File: src/rtl/acc_pkg.sv
// acc_pkg: shared helpers for the saturating block accumulator.
//   ch_idx_w(n) : width of a channel index for n channels (minimum 1).
//   acc_max(w)  : largest signed value in w bits, 2^(w-1)-1.
//   acc_min(w)  : smallest signed value in w bits, -2^(w-1).
//   sat_add     : signed add with clamping, returns {overflow, clamped sum}.
// Helpers work on a 64-bit carrier, so accumulator widths must be at most 63 bits.
package acc_pkg;

    function automatic int unsigned ch_idx_w(input int unsigned n);
        return (n > 1) ? $clog2(n) : 1;
    endfunction

    function automatic logic signed [63:0] acc_max(input int unsigned w);
        return (64'sd1 <<< (w - 1)) - 64'sd1;
    endfunction

    function automatic logic signed [63:0] acc_min(input int unsigned w);
        return -(64'sd1 <<< (w - 1));
    endfunction

    // Operands are already sign-extended w-bit values, so the 64-bit sum is exact
    // and an out-of-range result is exactly the w+1-bit "top two bits differ" case.
    function automatic logic [64:0] sat_add(input logic signed [63:0] a,
                                            input logic signed [63:0] b,
                                            input int unsigned        w);
        logic signed [63:0] s;
        s = a + b;
        if (s > acc_max(w)) begin
            return {1'b1, acc_max(w)};
        end else if (s < acc_min(w)) begin
            return {1'b1, acc_min(w)};
        end
        return {1'b0, s};
    endfunction

endpackage

File: src/rtl/sat_adder.sv
// sat_adder: combinational ACC_W-bit signed saturating adder.
//   i_a, i_b : signed ACC_W-bit operands
//   o_sum    : clamped sum (never a wrapped value)
//   o_ovf    : high when the true sum was out of range and was clamped
module sat_adder
    import acc_pkg::*;
#(
    parameter int unsigned ACC_W = 16
) (
    input  logic [ACC_W-1:0] i_a,
    input  logic [ACC_W-1:0] i_b,
    output logic [ACC_W-1:0] o_sum,
    output logic             o_ovf
);

    logic signed [63:0] w_a;
    logic signed [63:0] w_b;
    logic        [64:0] w_res;

    assign w_a   = 64'(signed'(i_a));
    assign w_b   = 64'(signed'(i_b));
    assign w_res = sat_add(w_a, w_b, ACC_W);
    assign o_ovf = w_res[64];
    assign o_sum = ACC_W'(w_res);

endmodule

File: src/rtl/sat_block_accumulator.sv
// sat_block_accumulator: multi-channel saturating block accumulator.
// Each channel sums BLK_LEN signed samples with immediate saturation, then emits one
// result through a valid/ready output register and restarts.
//   clk, n_rst   : clock, asynchronous active-low reset
//   i_clr        : synchronous clear of all channel state (output side untouched)
//   i_in_valid   : sample present; o_in_ready: sample accepted when both high
//   i_in_ch      : channel index (indices >= NCH are consumed with no effect)
//   i_in_data    : signed IN_W-bit sample
//   o_out_valid  : result held; i_out_ready: downstream accept
//   o_out_ch     : channel of the result; o_out_data: signed block sum
//   o_out_sat    : saturation occurred at least once in that block
//   o_res_bus    : last completed result per channel, channel k at [k*ACC_W +: ACC_W]
module sat_block_accumulator
    import acc_pkg::*;
#(
    parameter int unsigned NCH     = 4,
    parameter int unsigned IN_W    = 16,
    parameter int unsigned ACC_W   = 16,
    parameter int unsigned BLK_LEN = 64
) (
    input  logic                      clk,
    input  logic                      n_rst,
    input  logic                      i_clr,
    input  logic                      i_in_valid,
    output logic                      o_in_ready,
    input  logic [ch_idx_w(NCH)-1:0]  i_in_ch,
    input  logic [IN_W-1:0]           i_in_data,
    output logic                      o_out_valid,
    input  logic                      i_out_ready,
    output logic [ch_idx_w(NCH)-1:0]  o_out_ch,
    output logic [ACC_W-1:0]          o_out_data,
    output logic                      o_out_sat,
    output logic [NCH*ACC_W-1:0]      o_res_bus
);

    localparam int unsigned CH_W  = ch_idx_w(NCH);
    localparam int unsigned CNT_W = $clog2(BLK_LEN);

    // Per-channel state
    logic [ACC_W-1:0] r_acc [NCH];
    logic [CNT_W-1:0] r_cnt [NCH];
    logic [NCH-1:0]   r_sat;
    logic [ACC_W-1:0] r_res [NCH];

    // Output register
    logic             r_out_valid;
    logic [CH_W-1:0]  r_out_ch;
    logic [ACC_W-1:0] r_out_data;
    logic             r_out_sat;

    logic                   w_ch_ok;
    logic                   w_accept;
    logic                   w_upd;
    logic                   w_last;
    logic                   w_ovf;
    logic                   w_sat_now;
    logic [CH_W-1:0]        w_idx;
    logic signed [IN_W-1:0] w_din_s;
    logic [ACC_W-1:0]       w_din;
    logic [ACC_W-1:0]       w_sum;

    // Stalling the whole input while a result waits guarantees a completion never
    // finds the output register occupied.
    assign o_in_ready = ~i_clr & ~(r_out_valid & ~i_out_ready);
    assign w_accept   = i_in_valid & o_in_ready;
    assign w_ch_ok    = 32'(i_in_ch) < NCH;
    assign w_upd      = w_accept & w_ch_ok;
    // Keep the array index in range even for ignored channel numbers.
    assign w_idx      = w_ch_ok ? i_in_ch : '0;

    assign w_din_s    = i_in_data;
    assign w_din      = ACC_W'(w_din_s);

    assign w_last     = (r_cnt[w_idx] == CNT_W'(BLK_LEN - 1));
    assign w_sat_now  = r_sat[w_idx] | w_ovf;

    // Only one channel updates per cycle, so a single adder serves all of them.
    sat_adder #(
        .ACC_W (ACC_W)
    ) u_sat_adder (
        .i_a   (r_acc[w_idx]),
        .i_b   (w_din),
        .o_sum (w_sum),
        .o_ovf (w_ovf)
    );

    always_ff @(posedge clk or negedge n_rst) begin
        if (!n_rst) begin
            for (int k = 0; k < NCH; k++) begin
                r_acc[k] <= '0;
                r_cnt[k] <= '0;
            end
            r_sat <= '0;
        end else if (i_clr) begin
            for (int k = 0; k < NCH; k++) begin
                r_acc[k] <= '0;
                r_cnt[k] <= '0;
            end
            r_sat <= '0;
        end else if (w_upd) begin
            if (w_last) begin
                r_acc[w_idx] <= '0;
                r_cnt[w_idx] <= '0;
                r_sat[w_idx] <= 1'b0;
            end else begin
                r_acc[w_idx] <= w_sum;
                r_cnt[w_idx] <= r_cnt[w_idx] + CNT_W'(1);
                r_sat[w_idx] <= w_sat_now;
            end
        end
    end

    // A completion reloads the register even while a handshake happens in the same
    // cycle; otherwise an accepted result drops valid.
    always_ff @(posedge clk or negedge n_rst) begin
        if (!n_rst) begin
            r_out_valid <= 1'b0;
            r_out_ch    <= '0;
            r_out_data  <= '0;
            r_out_sat   <= 1'b0;
            for (int k = 0; k < NCH; k++) begin
                r_res[k] <= '0;
            end
        end else if (w_upd && w_last) begin
            r_out_valid  <= 1'b1;
            r_out_ch     <= w_idx;
            r_out_data   <= w_sum;
            r_out_sat    <= w_sat_now;
            r_res[w_idx] <= w_sum;
        end else if (i_out_ready) begin
            r_out_valid <= 1'b0;
        end
    end

    assign o_out_valid = r_out_valid;
    assign o_out_ch    = r_out_ch;
    assign o_out_data  = r_out_data;
    assign o_out_sat   = r_out_sat;

    always_comb begin
        o_res_bus = '0;
        for (int k = 0; k < NCH; k++) begin
            o_res_bus[k*ACC_W +: ACC_W] = r_res[k];
        end
    end

endmodule

File: config.mk
export PLATFORM = sky130hd
export DESIGN_NAME = sat_block_accumulator
export DESIGN_NICKNAME = d
export VERILOG_FILES = /design/src/rtl/acc_pkg.sv /design/src/rtl/sat_adder.sv /design/src/rtl/sat_block_accumulator.sv
export SDC_FILE = /design/constraint.sdc
export NUM_CORES = 1
export LEC_CHECK = 0
export ABC_AREA = 1
export CORE_ASPECT_RATIO = 1.1
export CORE_MARGIN = 2
export CORE_UTILIZATION = 57
export CTS_CLUSTER_SIZE = 10
export DETAILED_ROUTE_END_ITERATION = 12
export PLACE_DENSITY = 0.78
export SYNTH_ARGS = -nofsm -noshare
export SYNTH_HDL_FRONTEND = slang
export SYNTH_SLANG_ARGS = --single-unit
File: constraint.sdc
create_clock -name clk -period 3.9 [get_ports clk]
set_clock_uncertainty 0.2 [all_clocks]
set_input_delay 0.39 -clock clk [delete_from_list [all_inputs] [get_ports clk]]
set_output_delay 0.39 -clock clk [all_outputs]
set_load 0.02 [all_outputs]
After elaboration in Yosys (flattened, before gate mapping). Index checks and enable logic that the tools add are counted.

Magnitude comparators: 6. Reductions and logical operators: 5. Muxes and demuxes: 34. Add/sub/neg operators: 2. Bitwise logic cells: 14. Equality and inequality tests: 1.

Operators with widths (count): $mux 65 (3); $mux 64 (3); $bwmux 64 (2); $mux 24 (3); $and 64x64->64 (1); $gt 64x16->1 const B (1); $lt 64x16->1 const B (1); $not 64->64 (1); $mux 16 (3); $bmux 16 s2 (1); $demux 16 s2 (1); $and 24x24->24 (1); $bwmux 24 (1); $not 24->24 (1); $mux 6 (3); $add 16x16->17 (1); $bmux 6 s2 (1); $demux 6 s2 (1); $mux 4 (3); $add 6x1->6 const B (1); $eq 6x6->1 const B (1); $mux 1 (6); $and 4x4->4 (1); $bwmux 4 (1); other kinds (13) (20).

Output and inout bits: 85. Flip-flop bits (word level): 176. Bits of input ports: 23.

Longest topological paths before layout. Gate-level depths: netlist of the first run.

Word-level depth: 14. Gate-level depth with buffers: 22. Mapped depth without buffers: 20.

Hierarchy. Synthesis of the first run repeated with hierarchy kept, for this count alone.

Cell total of the unflattened synthesis: 1526. Area, all modules: 10368.7 µm².

By module, submodules not included: sat_block_accumulator (times used 1, cells an instance 1304, area each 9220.1 µm², seq. area each 4404.2 µm²); sat_adder (times used 1, cells an instance 222, area each 1148.6 µm², seq. area each 0.0 µm²).

Least setup slack after synthesis of the first run. No wires, ideal clock.

Path type: input-to-reg. From: input i_in_ch[0]. To: register r_acc[24] in the netlist's numbering. Buffers on the path: 3. Required time: 3.584 ns. Data arrival time: 3.117 ns. Stages: 20. Setup slack: 0.466 ns. Cells stage by stage: nand2_1 > inv_1 > clkbuf_1 > buf_1 > a22oi_1 > nand2_1 > ha_1 > a21oi_1 > nand2_1 > a21oi_1 > nand2_1 > nand2_1 > nand2_1 > nand2_1 > buf_2 > nand2_1 > nand2_1 > nand2_2 > nand2_1 > nand2_1.

Word-level cells in the longest chain between the ends: 13. Elaborated cells on any way between the ends: 26.

Ends and longest elaborated chain: start: declaration (line sat_block_accumulator.sv:26) `input logic [ch_idx_w(NCH)-1:0] i_in_ch,`; $not 2->3 (not written as such) *; $bmux 16 s2 (line sat_block_accumulator.sv:81) `.i_a (r_acc[w_idx]),`; $mux 16 (not written as such) (2 in a row) (line sat_block_accumulator.sv:81); $add 16x16->17 (line acc_pkg.sv:27) `s = a + b;`; $lt 64x16->1 (line acc_pkg.sv:30) `end else if (s < acc_min(w)) begin`; $mux 1 (line acc_pkg.sv:30); $mux 1 (line acc_pkg.sv:28) `if (s > acc_max(w)) begin`; $mux 65 (line acc_pkg.sv:33) `return {1'b0, s};`; $bwmux 64 (line sat_block_accumulator.sv:106) `r_acc[w_idx] <= w_sum;`; $mux 64 * (line sat_block_accumulator.sv:101) `if (w_last) begin`; $mux 64 * (line sat_block_accumulator.sv:100) `end else if (w_upd) begin`; $mux 64 * (line sat_block_accumulator.sv:94) `end else if (i_clr) begin`; end signal: indexed assignment (line sat_block_accumulator.sv:106); end: declaration (line sat_block_accumulator.sv:40) `logic [ACC_W-1:0] r_acc [NCH];`.

Every way passes the cells marked *; elsewhere a longest branch is shown, timed or not. The select of a mux whose other input is x is not followed. A chain may end at the register's enable or synchronous reset.

Final worst setup path of the first run.
From: input i_in_ch[0]. To: register r_acc[18] in the netlist's numbering.

The elaborated chain is that of the path after synthesis.

==> metrics.yaml, run 1 <==
tns_ns: 0
yosysSeqAreaShare_pct: 47.5
gp_congestion: 0.962
stdcell_area_mm2: 0.0116
grt_max_degree: 87
die-area_mm2: 0.0173
numCtsBuffers: 17
synth_xor_area_share_pct: 1.04
hold_path_class: "register to register"
wirelength_mm: 28.7
maxCapViolCount: 0
status: "complete, no violations"
tightest_slew_ns: 0.808
num_rows: 48
grt_pass1_vias: 8470
grt_pass1_wl_mm: 45.3
mostFrequentLayoutCells: "nand2_1 (533), dfrtp_1 (176), clkdlybuf4s50_1 (106)"
areaGrowthSynthToFinish_pct: 24.9
cts.clk_slew.worst_paths_ns: 0.07
syn_area_per_cell_um2: 7.36
holdWs_ns: 0.278
cts_tree: "yes"
layout.nets: 1432
io_buffers: 107
track_usage_pct: 33.8
die_x_um: 126
max_slew_margin_pct: 46.1
drt_iter0_markers: 1174
crit_path_max_fanout: 20
pre_cts_ws_ns: -0.00543
synth_cell_types: 35
irDropWorstVdd_v: 0.000323
synth-adder-area-share_pct: 2.51
core_area_mm2: 0.0158
rsz0062_at_grt: "no"
syn-instance-count: 1260
synthMuxAreaShare_pct: 0
detail-route-antenna-nets: 0
antenna_cells: 0
synth_compound_area_share_pct: 12.2
clock_latency_ns: 0.44
slew_violations: 0
netlist_area_mm2: 0.00928
cp-end-kind: "register"
setup_viol: 0
drt-vias-per-instance: 5.75
ctsResizeCount: 0
overflow: 0
syn-num-nets: 1301
dpl_cell_area_mm2: 0.0110
clock_sinks: 176
hold_viol: 0
drive_gt1_share_pct: 8.48
antenna_found_initial: 0
synth_simple_gate_area_share_pct: 31.1
nFillCells: 1210
cp.required_ns: 4.03
ios: 108
final_common_cell: "nand2_1"
routedWlPerCell_um: 17.9
p_per_area_mw_per_mm2: 408
htreeDepth: 4
synth_top_family_by_area: "simple AND/OR/NAND/NOR gates"
first_pass_iters: 6
crit_type: "input pin to register"
root_buffer: "clkbuf_16"
start_util_pct: 58.7
post_cts_buffers: 0
vias: 9215
drc: 0
crit_path_start_kind: "input pin"
fin_crit_ns: 3.56
crit_arrival_ns: 3.69
p_leak_uw: 0.00611
hpwl_mm: 19.6
period_share_pct: 91.4
max_clock_freq_mhz: 281
setup_slack_ns: 0.335
final_util_pct: 73.4
ys_warn_count: 0
die_h_um: 138
cts.path.max_buffers: 2
synth-seq-cells: 176
[repair_timing]
| item | 4_1_cts | 5_1_grt |
|---|---|---|
| endpoints found under the setup margin | 0 | 0 |
| hold endpoints to repair | 84 | 0 |
| hold buffers | 1 | 0 |
[cells by family after synthesis]
group | after synthesis
DFF | 176
AOI/OAI and AO/OA | 206
buffers and inverters | 128
and+or+nand+nor | 721
adders and majority gates | 18
xor gates and xnor gates | 11
[routing by layer]
layer  track usage (%)  share of wire, %  vias to the layer above
li1                  -                 -                     4318
met1              45.3                41                     4332
met2              54.1                47                      496
met3              7.22               9.4                       69
met4              13.5               2.6                        0
met5                 0                 0                        -
[flip-flops by register name (all words and copies together), names as in the netlist]
register / count
o_res_bus: 64
r_cnt: 24
r_acc: 64
o_out_valid: 1
o_out_ch: 2
o_out_data: 16
r_sat: 4
o_out_sat: 1
[synth_stat cells, drive strengths merged]
| cell | instances | area (um2) |
|---|---|---|
| nand3b | 2 | 15.0 |
| o21ai | 99 | 495 |
| o221ai | 1 | 8.76 |
| dfrtp | 176 | 4400 |
| nor2 | 93 | 369 |
| ha | 17 | 213 |
| nand2 | 547 | 2090 |
| nand3 | 62 | 310 |
| nor3 | 5 | 25.0 |
| nand4 | 8 | 50.1 |
| inv | 70 | 263 |
| xnor2 | 7 | 61.3 |
| a31oi | 2 | 12.5 |
| or2 | 3 | 18.8 |
| o21bai | 2 | 15.0 |
| buf | 28 | 151 |
| o22ai | 2 | 12.5 |
| a221oi | 1 | 8.76 |
| xor2 | 4 | 35.0 |
| o211ai | 1 | 12.5 |
| and2 | 1 | 6.26 |
| clkbuf | 30 | 113 |
| fa | 1 | 20.0 |
| a21oi | 69 | 345 |
| o31ai | 1 | 7.51 |
| a22oi | 28 | 210 |
[critical path: stages]
cell and delay [ns]:
clkdlybuf4s50_1 0.55, inv_1 0.09, nor2_1 0.26, buf_12 0.22, a22oi_1 0.10, nand3_1 0.17, ha_1 0.32, nand2_1 0.14
nand2_1 0.09, nand2_1 0.08, nand2_1 0.07, a21oi_1 0.18, nand2_1 0.07, nand2_1 0.05, nand2_1 0.09, inv_1 0.10
nand2_1 0.10, buf_12 0.16, nand2_1 0.09, nand2_1 0.17, nand2_1 0.12, nand2_1 0.07
[final timing paths]
path / from / cells after the start / to / slack (ns)
worst min-delay path: r_cnt[14]$_DFFE_PN0P_ / 2 / r_cnt[14]$_DFFE_PN0P_ / 0.28
worst min register to register: r_cnt[14]$_DFFE_PN0P_ / 2 / r_cnt[14]$_DFFE_PN0P_ / 0.28
worst max register to register: r_acc[57]$_DFFE_PN0P_ / 17 / r_sat[1]$_DFFE_PN0P_ / 0.77
worst max-delay path: i_in_ch[0] / 22 / r_acc[18]$_DFFE_PN0P_ / 0.34
min in group asynchronous: n_rst / 2 / o_res_bus[10]$_DFFE_PN0P_ / 0.36
max in group asynchronous: n_rst / 3 / r_acc[13]$_DFFE_PN0P_ / 2.20
[power breakdown]
part	internal [uW]	leakage (uW)	switching (uW)
sequential	1900	0.00243	67.4
clock	862	0.000281	847
combinational	361	0.00339	697
total	3120	0.00611	1610
[cell type report]
class                   count  area, um2  area share, %
clock buffers              18        429           3.70
multi-input cells         956       4350           37.5
clock inverters            14        168           1.45
inverters                  70        263           2.27
well taps                 200        250           2.16
repair buffers            170       1720           14.9
flip-flops and latches    176       4400           38.0
[through the flow]
stage | std cells | total power [uW]
2_1_floorplan | 1260 | 2490
3_3_place_gp | 1571 | 3010
4_1_cts | 1604 | 4720
5_1_grt | 1604 | 4900
6_report | 1604 | 4730
3_5_place_dp | 1571 | 3030
(Power assumes the default switching activity.)
==> run 2, diff against run 1 <==
Settings changed: CTS_CLUSTER_DIAMETER from default to 60, PLACE_DENSITY 0.78 to 0.86.
==> run 2 against run 1 <==
  * Setup slack got worse by 0.054 ns
  * Worst hold slack got worse by 0.0015 ns
  * Sequential share of layout area increased by 0.078 points
  * Routed wire length increased by 0.26%
  * Non-clock buffer count unchanged
  * First-iteration DRC count increased by 16%
  * Critical path type unchanged
==> metrics.yaml, run 2 (same netlist as run 1, synthesis figures left out) <==
ios: 108
core_area_mm2: 0.0158
first_pass_iters: 6
grt_max_degree: 110
hold_viol: 0
cts_tree: "yes"
crit_arrival_ns: 3.75
track_usage_pct: 33.4
ctsResizeCount: 0
crit_path_start_kind: "input pin"
numCtsBuffers: 17
htreeDepth: 4
drive_gt1_share_pct: 8.48
start_util_pct: 58.7
die_x_um: 126
sequentialPowerShare_pct: 41.3
routedWlPerCell_um: 17.9
grt_pass1_vias: 8653
detail-route-antenna-nets: 0
worstSetupEndpoint: "r_acc[33]$_DFFE_PN0P_"
areaGrowthSynthToFinish_pct: 24.6
r2r-end: "r_acc[33]$_DFFE_PN0P_"
clock_sinks: 176
die_h_um: 138
place_inst: 1571
io_buffers: 107
tightest_slew_ns: 1.02
swShare_pct: 33.4
cts.path.max_buffers: 2
final_util_pct: 73.2
antenna_cells: 0
drc: 0
total_power_uw: 4760
mostFrequentLayoutCells: "nand2_1 (533), dfrtp_1 (176), clkdlybuf4s50_1 (106)"
grt_pass1_wl_mm: 45.3
num_rows: 48
vias: 9470
cts.clk_slew.worst_paths_ns: 0.08
post_cts_buffers: 0
clkPwrFrac_pct: 37.0
die-area_mm2: 0.0173
crit_type: "input pin to register"
maxCapViolCount: 0
irDropWorstVdd_v: 0.000325
p_leak_uw: 0.00612
gp_congestion: 0.960
cp.required_ns: 4.03
clock_latency_ns: 0.45
p_int_uw: 3170
final_common_cell: "nand2_1"
hpwl_mm: 19.5
stdcell_count: 1604
slew_violations: 0
period_share_pct: 92.8
max_clock_freq_mhz: 276
drt_iter0_markers: 1356
drt-vias-per-instance: 5.90
max_slew_margin_pct: 32.0
crit_path_max_fanout: 19
reg2reg_from: "r_acc[56]$_DFFE_PN0P_"
switchingPower_uw: 1590
tns_ns: 0
setup_viol: 0
overflow: 0
fin_crit_ns: 3.62
wirelength_mm: 28.7
hold_path_class: "register to register"
r2r_cells: 18
power_frac_comb_pct: 21.7
nFillCells: 1168
root_buffer: "clkbuf_16"
cp-end-kind: "register"
crit_start: "i_in_ch[0]"
status: "complete, no violations"
layout.nets: 1432
r2r_slack_ns: 0.70
rsz0062_at_grt: "no"
antenna_found_initial: 1
p_per_area_mw_per_mm2: 411
run 2: cell count changes in the layout (fill, tap and decap cells not counted), sizes merged:
cell and delta:
bufinv +1, clkbuf -1, clkinv +1, clkinvlp -2
inv +1
run 2: power by group through the flow:
stage / Sequential [uW] / Clock (uW) / Combinational, uW
finish: 1960 / 1760 / 1030
CTS: 1960 / 1770 / 1010
detailed placement: 1990 / 0 / 996
global route: 1970 / 1840 / 1100
floorplan: 1980 / 0 / 512
global placement: 1990 / 0 / 980
run 2: worst min-delay path by stage:
stage / start / to / slack [ns] / cells after the start
5_1_grt: r_cnt[14]$_DFFE_PN0P_ / r_cnt[14]$_DFFE_PN0P_ / 0.29 / 2
3_5_place_dp: r_cnt[14]$_DFFE_PN0P_ / r_cnt[14]$_DFFE_PN0P_ / 0.26 / 2
2_1_floorplan: n_rst / o_out_ch[0]$_DFFE_PN0P_ / -0.11 / 0
3_3_place_gp: r_acc[47]$_DFFE_PN0P_ / r_acc[47]$_DFFE_PN0P_ / 0.25 / 2
6_report: r_cnt[14]$_DFFE_PN0P_ / r_cnt[14]$_DFFE_PN0P_ / 0.28 / 2
4_1_cts: r_cnt[14]$_DFFE_PN0P_ / r_cnt[14]$_DFFE_PN0P_ / 0.28 / 2
run 2: area by class of cell:
type                    instances  area [um2]  share of cell area [%]
clock inverters                15         189                    1.63
multi-input cells             956        4350                    37.6
repair buffers                170        1690                    14.6
inverters                      70         263                    2.27
flip-flops and latches        176        4400                    38.1
clock buffers                  17         425                    3.68
well taps                     200         250                    2.16
run 2: worst max-delay path, stage by stage:
cell             delay (ns)
clkdlybuf4s50_1        0.59
inv_1                  0.09
nor2_1                 0.19
buf_12                 0.20
a22oi_1                0.08
nand3_1                0.17
ha_1                   0.32
nand2_1                0.09
nand2_1                0.07
nand2_1                0.10
nand2_1                0.06
a21oi_1                0.32
nand2_1                0.14
nand2_1                0.09
nand2_1                0.05
nand2_1                0.10
buf_12                 0.15
nand2_1                0.06
nand2_1                0.08
nand2_1                0.17
nand2_1                0.16
nand2_1                0.07
run 2: routing by layer:
| layer | GRT usage [%] | part of all wire [%] | up-vias |
|---|---|---|---|
| met5 | 0 | 0 | - |
| li1 | - | - | 4325 |
| met4 | 14.9 | 3.8 | 0 |
| met3 | 7.53 | 10 | 130 |
| met2 | 53.9 | 48 | 638 |
| met1 | 43.5 | 38 | 4377 |
run 2: timing repair:
item	in CTS	in global routing
endpoints found under the setup margin	0	0
hold endpoints to repair	106	0
hold buffers	1	0
run 2: through the flow:
step / instance area (um2) / hold slack [ns] / setup WS, ns
6_report: 11600 / 0.276 / 0.282
5_1_grt: 11600 / 0.290 / 0.105
4_1_cts: 11600 / 0.280 / 0.442
3_5_place_dp: 10900 / 0.263 / -0.00164
3_3_place_gp: 10900 / 0.254 / 0.111
2_1_floorplan: 9280 / -0.106 / 0.466
